$ cat config.mk
export PLATFORM = sky130hd
export DESIGN_NAME = hamming_tx_arbiter_flat
export DESIGN_NICKNAME = d
export VERILOG_FILES = /design/src/rtl/hamming_tx_arbiter_if.sv /design/src/rtl/hamming_tx_arbiter.sv /design/src/flat_wrapper.sv
export SDC_FILE = /design/constraint.sdc
export NUM_CORES = 1
export LEC_CHECK = 0
export CAP_MARGIN = 25
export CORE_AREA = 2 2 42 73
export DETAILED_ROUTE_END_ITERATION = 16
export DIE_AREA = 0 0 44 75
export PLACE_DENSITY = 0.72
export SYNTH_ARGS = -nofsm -noshare
export SYNTH_HDL_FRONTEND = slang
export SYNTH_SLANG_ARGS = --single-unit
$ cat constraint.sdc
create_clock -name clk -period 1.7 [get_ports clk]
set_input_delay 0.17 -clock clk [delete_from_list [all_inputs] [get_ports clk]]
set_output_delay 0.17 -clock clk [all_outputs]
set_load 0.01 [all_outputs]
$ cat src/rtl/hamming_tx_arbiter_if.sv
// Requester handshakes, stall control and serial line of the
// Hamming(7,4) transmit arbiter.
interface hamming_tx_arbiter_if;
  logic       req0_valid;
  logic [3:0] req0_data;
  logic       req0_ready;
  logic       req1_valid;
  logic [3:0] req1_data;
  logic       req1_ready;
  logic       stall;
  logic       serial_out;
  logic       write;
  logic       frame_start;
  logic       grant_id;
  logic       busy;

  modport master (
    output req0_valid,
    output req0_data,
    input  req0_ready,
    output req1_valid,
    output req1_data,
    input  req1_ready,
    output stall,
    input  serial_out,
    input  write,
    input  frame_start,
    input  grant_id,
    input  busy
  );

  modport slave (
    input  req0_valid,
    input  req0_data,
    output req0_ready,
    input  req1_valid,
    input  req1_data,
    output req1_ready,
    input  stall,
    output serial_out,
    output write,
    output frame_start,
    output grant_id,
    output busy
  );
endinterface

$ cat src/rtl/hamming_tx_arbiter.sv
// Round-robin arbiter over two 4-bit requesters feeding a
// Hamming(7,4) encoder and a stallable serial bit shifter.
module hamming_tx_arbiter #(
  parameter int GAP_CYCLES = 1
) (
  input logic clk,
  input logic rst,
  hamming_tx_arbiter_if.slave bus
);

  localparam logic [1:0] IDLE  = 2'd0;
  localparam logic [1:0] SHIFT = 2'd1;
  localparam logic [1:0] GAP   = 2'd2;

  localparam logic [3:0] GAP_LAST =
    (GAP_CYCLES > 0) ? 4'(GAP_CYCLES - 1) : 4'd0;

  logic [1:0] state;
  logic [7:0] cw_q;
  logic [2:0] idx;
  logic [3:0] gap_cnt;
  logic       last_grant;

  logic       ser_q;
  logic       wr_q;
  logic       fs_q;
  logic       gid_q;
  logic       busy_q;

  logic       pick;
  logic       take;
  logic [3:0] pick_data;
  logic [6:0] cw_new;

  // bit 0 is codeword position 1 (first on the wire)
  function automatic logic [6:0] encode(input logic [3:0] d);
    logic [6:0] c;
    c[0] = d[0] ^ d[1] ^ d[3];
    c[1] = d[0] ^ d[2] ^ d[3];
    c[2] = d[0];
    c[3] = d[1] ^ d[2] ^ d[3];
    c[4] = d[1];
    c[5] = d[2];
    c[6] = d[3];
    return c;
  endfunction

  always_comb begin
    pick = 1'b0;
    unique case (1'b1)
      bus.req0_valid && bus.req1_valid: pick = ~last_grant;
      bus.req1_valid && !bus.req0_valid: pick = 1'b1;
      default: pick = 1'b0;
    endcase
    pick_data = pick ? bus.req1_data : bus.req0_data;
    take = (state == IDLE) &&
           (bus.req0_valid || bus.req1_valid);
    cw_new = encode(pick_data);
  end

  assign bus.req0_ready = take & ~pick;
  assign bus.req1_ready = take & pick;

  // idx is the next bit to present; 7 means the frame is out
  always_ff @(posedge clk or posedge rst) begin
    if (rst) begin
      state      <= IDLE;
      cw_q       <= '0;
      idx        <= '0;
      gap_cnt    <= '0;
      last_grant <= 1'b1;
      ser_q      <= 1'b0;
      wr_q       <= 1'b0;
      fs_q       <= 1'b0;
      gid_q      <= 1'b0;
      busy_q     <= 1'b0;
    end else begin
      fs_q <= 1'b0;
      unique case (state)
        IDLE: begin
          ser_q <= 1'b0;
          wr_q  <= 1'b0;
          if (take) begin
            state      <= SHIFT;
            cw_q       <= {1'b0, cw_new};
            idx        <= 3'd1;
            ser_q      <= cw_new[0];
            wr_q       <= 1'b1;
            fs_q       <= 1'b1;
            gid_q      <= pick;
            last_grant <= pick;
            busy_q     <= 1'b1;
          end
        end
        SHIFT: begin
          if (idx == 3'd7) begin
            ser_q <= 1'b0;
            wr_q  <= 1'b0;
            if (GAP_CYCLES > 0) begin
              state   <= GAP;
              gap_cnt <= GAP_LAST;
            end else begin
              state  <= IDLE;
              busy_q <= 1'b0;
            end
          end else if (bus.stall) begin
            wr_q <= 1'b0;
          end else begin
            ser_q <= cw_q[idx];
            wr_q  <= 1'b1;
            idx   <= idx + 3'd1;
          end
        end
        GAP: begin
          if (gap_cnt == 4'd0) begin
            state  <= IDLE;
            busy_q <= 1'b0;
          end else begin
            gap_cnt <= gap_cnt - 4'd1;
          end
        end
        default: state <= IDLE;
      endcase
    end
  end

  assign bus.serial_out  = ser_q;
  assign bus.write       = wr_q;
  assign bus.frame_start = fs_q;
  assign bus.grant_id    = gid_q;
  assign bus.busy        = busy_q;

endmodule

$ cat src/flat_wrapper.sv
// flat-port wrapper written by rule: the top's interface ports become plain ports
module hamming_tx_arbiter_flat 
#(
  parameter int GAP_CYCLES = 1
)
  (clk, rst, bus_req0_valid, bus_req0_data, bus_req0_ready, bus_req1_valid, bus_req1_data, bus_req1_ready, bus_stall, bus_serial_out, bus_write, bus_frame_start, bus_grant_id, bus_busy);
  hamming_tx_arbiter_if bus_i ();
  input logic clk;
  input logic rst;
  input wire logic [$bits(bus_i.req0_valid)-1:0] bus_req0_valid;
  input wire logic [$bits(bus_i.req0_data)-1:0] bus_req0_data;
  output wire logic [$bits(bus_i.req0_ready)-1:0] bus_req0_ready;
  input wire logic [$bits(bus_i.req1_valid)-1:0] bus_req1_valid;
  input wire logic [$bits(bus_i.req1_data)-1:0] bus_req1_data;
  output wire logic [$bits(bus_i.req1_ready)-1:0] bus_req1_ready;
  input wire logic [$bits(bus_i.stall)-1:0] bus_stall;
  output wire logic [$bits(bus_i.serial_out)-1:0] bus_serial_out;
  output wire logic [$bits(bus_i.write)-1:0] bus_write;
  output wire logic [$bits(bus_i.frame_start)-1:0] bus_frame_start;
  output wire logic [$bits(bus_i.grant_id)-1:0] bus_grant_id;
  output wire logic [$bits(bus_i.busy)-1:0] bus_busy;
  assign bus_i.req0_valid = bus_req0_valid;
  assign bus_i.req0_data = bus_req0_data;
  assign bus_req0_ready = bus_i.req0_ready;
  assign bus_i.req1_valid = bus_req1_valid;
  assign bus_i.req1_data = bus_req1_data;
  assign bus_req1_ready = bus_i.req1_ready;
  assign bus_i.stall = bus_stall;
  assign bus_serial_out = bus_i.serial_out;
  assign bus_write = bus_i.write;
  assign bus_frame_start = bus_i.frame_start;
  assign bus_grant_id = bus_i.grant_id;
  assign bus_busy = bus_i.busy;
  hamming_tx_arbiter #(.GAP_CYCLES(GAP_CYCLES)) u_core (.clk(clk), .rst(rst), .bus(bus_i));
endmodule
---- Yosys cells after proc, flatten, opt, wreduce, memory -nomap -nowiden ----
Cells that the tools add are included.
word-level totals
  bits in registers ....................... 22
  bits of input ports ..................... 13
  output and inout bits ................... 7
  logic and storage cells ................. 76
operators by class
  $add $sub $neg .......................... 2
  magnitude comparators ................... 1
  equal/unequal tests ..................... 10
  muxes and demuxes ....................... 27
  bitwise logic cells ..................... 10
  reduce and logical (&&, ||, !) cells .... 16
operators with widths
  operator                                                                       number
  4-bit 2-to-1 mux                                                               3
  1-bit 2-to-1 mux                                                               10
  3-bit 2-to-1 mux                                                               3
  3-bit AND reduction                                                            3
  1-bit one-hot mux with 2 select lines                                          4
  4-bit one-hot mux with 2 select lines                                          1
  2-bit 2-to-1 mux                                                               3
  2-bit by 1-bit != test with 1-bit output (second input constant)               3
  2-bit != test (second input constant)                                          3
  2-bit one-hot mux with 3 select lines                                          1
  3-bit one-hot mux with 2 select lines                                          1
  2-bit nonzero test                                                             3
  1-bit bitwise XOR                                                              6
  4-bit logical NOT                                                              1
  3-bit by 4-bit less-than comparator with 1-bit output (second input constant)  1
  2-bit AND reduction                                                            2
  4-bit AND reduction                                                            1
  4-bit by 1-bit subtractor with 4-bit output (second input constant)            1
  3-bit by 1-bit adder with 3-bit output (second input constant)                 1
  1-bit binary-select mux with 3-bit select                                      1
  3-bit == test (second input constant)                                          1
  1-bit logical AND                                                              3
  3-bit by 2-bit != test with 1-bit output (second input constant)               1
  1-bit bitwise AND                                                              2
  6 further kinds                                                                7

---- Longest topological paths before layout ----
  word-level depth ........................ 8
  depth in mapped cells ................... 7

---- Least setup slack after synthesis ----
No wires, ideal clock.
  kind .................................... register to register
  start ................................... reg u_core.idx[0]
  end ..................................... reg u_core.gap_cnt[3]
  library setup time ...................... 0.083 ns
  data arrival time ....................... 1.615 ns
  slack ................................... 0.002 ns
  stages on the path, launching flop included .. 8
  path buffers ............................ 1
  period minus slack after synthesis ...... 1.698 ns
  path through ............................ dfrtp_1 > ha_1 > ha_1 > nand2b_1 > buf_4 > nand4_1 > or4_1 > o21ai_0
between the ends
  longest elaborated chain between the ends .. 3
RTL lines
  what                                                line                       RTL
  from (decl)                                         hamming_tx_arbiter.sv:20   logic [2:0] idx;
  from (signal assigned)                              hamming_tx_arbiter.sv:111  idx <= idx + 3'd1;
  3-bit == test                                       hamming_tx_arbiter.sv:96   if (idx == 3'd7) begin
  2-bit by 1-bit != test with 1-bit output (no line)  --
  3-bit AND reduction (no line)                       --
  to (signal assigned)                                hamming_tx_arbiter.sv:119  gap_cnt <= gap_cnt - 4'd1;
  to (decl)                                           hamming_tx_arbiter.sv:21   logic [3:0] gap_cnt;
No other way between the ends.
A chain may end at the register's enable or synchronous reset.

---- Final worst setup path ----
  start ................................... reg u_core.gap_cnt[0]
  end ..................................... reg u_core.gap_cnt[3]
between the ends
  longest elaborated chain between the ends .. 3
  elaborated cells between the ends (all ways) .. 6
RTL lines
  what                                                                              line
  4-bit by 1-bit subtractor with 4-bit output or 4-bit logical NOT (tied branches)  hamming_tx_arbiter.sv:119, hamming_tx_arbiter.sv:115
  4-bit 2-to-1 mux or 2-bit != test (tied branches)                                 --
  4-bit one-hot mux with 2 select lines or 3-bit AND reduction (tied branches)      --
Several ways; a longest one is shown, not always the timed one. The select of a mux whose other input is x is not followed.

==> results.toml <==
[run_status]
status = "complete, no violations"

[sta]
min_period_ps = 1620
rsz0062_at_grt = "true"
fmaxAchievable_mhz = 616
clock_skew_ps = 4.14
fin_crit_sh = 0.954
setup_viol = 0
relSlewSlack = 0.800
setup_tns_ps = 0
hold_viol_final = 0
worst_pin_slew_ps = 292
slew_viol_final = 0

[place]
io_buffer_count = 19
gp_congestion = 0.746
dp_cells = 181
dp_hpwl_mm = 2.14

[synth]
synth_top_cell_area_share = 0.431
yosys_warnings = 0
async_reset_ff_frac = 1.00
synthTopCellsByArea = "dfrtp_1 43%, mux2i_1 7.4%, ha_1 7.2%"
synth.net_count = 142
synth_area_um2 = 1220
postSynthCellCount = 122
yosysUniqueCellTypes = 32
synthFlopType = "dfrtp_1"
yosys.area.top_type = "dfrtp_1"
ys_seq_area_frac = 0.452
postSynthAreaPerCell_um2 = 10.0
synth_edf_count = 0
synth_seq_cells = 22

[clocking]
clock_latency_ps = 270
clk_pin_slew_worst_paths_ps = 80
cts.sinks = 22
ctsHtreeMaxLevel = 1
cts_tree = "yes"
cts-root-buf = "clkbuf_8"
clockBufferDepth = 2
cts_made_buffers = 3

[floorplanning]
initial_core_util = 0.453
die_h_um = 75
dieWidth_um = 44
dieArea_um2 = 3300
boundaryPins = 20
rows = 25
core_area_um2 = 2690

[route]
drt-total-wl_mm = 2.70
viasPerCell = 5.40
drcViolationCount = 0
vias = 1004
wire_per_inst_um = 14.5
drtIter0Drc = 16
drtPass1Iterations = 5
final_antenna_net_count = 0

[final_layout]
final_core_util = 0.615
syn_to_final_growth_pct = 35.7
stdcell_count = 186
antenna_cells = 0
fillers = 244
layout-drive-gt1-share = 0.208
nets = 180

[global_route]
grt_pass1_vias = 1044
overflow = 0
grtUsageTotal = 0.184
antenna_found_initial = 0
grt_pass1_wl_mm = 4.44
grt_max_degree = 23

[critical_path]
worstPathMaxFanout = 4
path_cells = "inv_1, ha_1, or3b_4, nand4_1, or4_4, o21ai_2"
slowest_delay_ps = 430
ff2ff_setup_slack_ps = 80
cp-end-kind = "register"
crit_buf_inv = 1
cp_top_family = "simple AND/OR/NAND/NOR gates"
arrival_ps = 1820
slowest_stage = "or4_4"
required_ps = 1900
setup.worst_path.start_class = "register"
path_class = "reg -> reg"

[power]
powerDensity_nw_per_um2 = 1410
total_power_mw = 2.33
ir_drop_uv = 991
leakage_nw = 0.758

[hold_path]
min_path_type = "in -> async"

[flow_run]
cap_violations = 0
-- tightest hold or removal path, stage by stage --
cell	delay, ps
clkdlybuf4s50_1	390
inv_1	50
buf_4	280
-- per-layer routing --
layer | global-route usage | routed length (um) | up-vias
met1 | 0.175 | 956 | 473
li1 | - | - | 507
met3 | 0.0216 | 53 | 6
met5 | 0 | 0 | -
met4 | 0.0707 | 63 | 0
met2 | 0.377 | 1630 | 18
-- layout make-up --
class,count,area [um^2],share of cell area
Clock buffer,4,55.1,0.0333
Tap cell,27,33.8,0.0204
Sequential cell,22,552,0.333
Multi-Input combinational cell,86,651,0.393
Inverter,9,33.8,0.0204
Timing Repair Buffer,38,330,0.200
-- power by group --
group	internal (mW)	switching, mW
combinational	0.589	0.536
sequential	0.716	0.103
clock	0.207	0.175
total	1.51	0.814
-- Yosys cell counts, types with 2 or more instances --
library cell	n
a21o_1	3
a21oi_1	8
a22o_1	2
buf_2	2
clkbuf_1	2
dfrtp_1	21
ha_1	7
inv_1	9
mux2i_1	9
nand2_1	12
nand4_1	2
nor2_1	5
nor3b_1	2
o21ai_0	11
o22ai_1	4
xnor2_1	6
xor2_1	2
-- metrics by stage --
stage | hold slack [ps] | area, um^2 | worst slack [ps]
after floorplan | 158 | 1220 | 2.08
after global placement | 461 | 1550 | -75.3
after detailed placement | 473 | 1550 | -112
after CTS | 242 | 1620 | 0.978
after global routing | 260 | 1660 | -20.4
final | 230 | 1660 | 77.5
-- path summary, 6_finish.rpt --
kind                              startpoint           endpoint  cells past startpoint
max in group asynchronous                rst  u_core.last_grant                      3
max                        u_core.gap_cnt[0]  u_core.gap_cnt[3]                      6
min in group clk              u_core.cw_q[3]     u_core.cw_q[3]                      2
max reg2reg                u_core.gap_cnt[0]  u_core.gap_cnt[3]                      6
min                                      rst      u_core.idx[1]                      3
min reg2reg                   u_core.cw_q[3]     u_core.cw_q[3]                      2
-- timing repair --
item,4_1_cts,5_1_grt
hold buffers,0,0
setup endpoints to repair,6,7
gates cloned,0,0
pin swaps,0,1
endpoints found under the hold margin,0,0
resized for setup,6,8
setup buffers,0,1
-- cells by family after synthesis --
group           Yosys count  share of synthesized area
compound gates           34                      0.170
xor+xnor                  8                     0.0574
fa+ha+maj                 7                     0.0718
buf+inv                  14                     0.0482
flops                    22                      0.452
mux                      10                     0.0923
simple gates             27                      0.108
-- flip-flops by register name (all words and copies together) (netlist names) --
register                flops
u_core.cw_q                 7
u_core.gap_cnt              4
u_core.idx                  3
u_core.state                2
u_core.bus.busy             1
u_core.bus.frame_start      1
u_core.bus.grant_id         1
u_core.bus.serial_out       1
u_core.bus.write            1
u_core.last_grant           1
-- cells in the final DEF (no fill, tap or decap), types with 3 or more instances in the layout --
master and instances:
a21oi_1 7, clkbuf_8 4, buf_4 19, nor2_1 5, ha_1 5, nand2_1 12, clkdlybuf4s50_1 17, o22ai_1 4
inv_1 9, o21ai_0 8, xnor2_1 6, a21o_1 3, dfrtp_1 21, mux2i_1 9
Power figures use the tool's default switching activity.
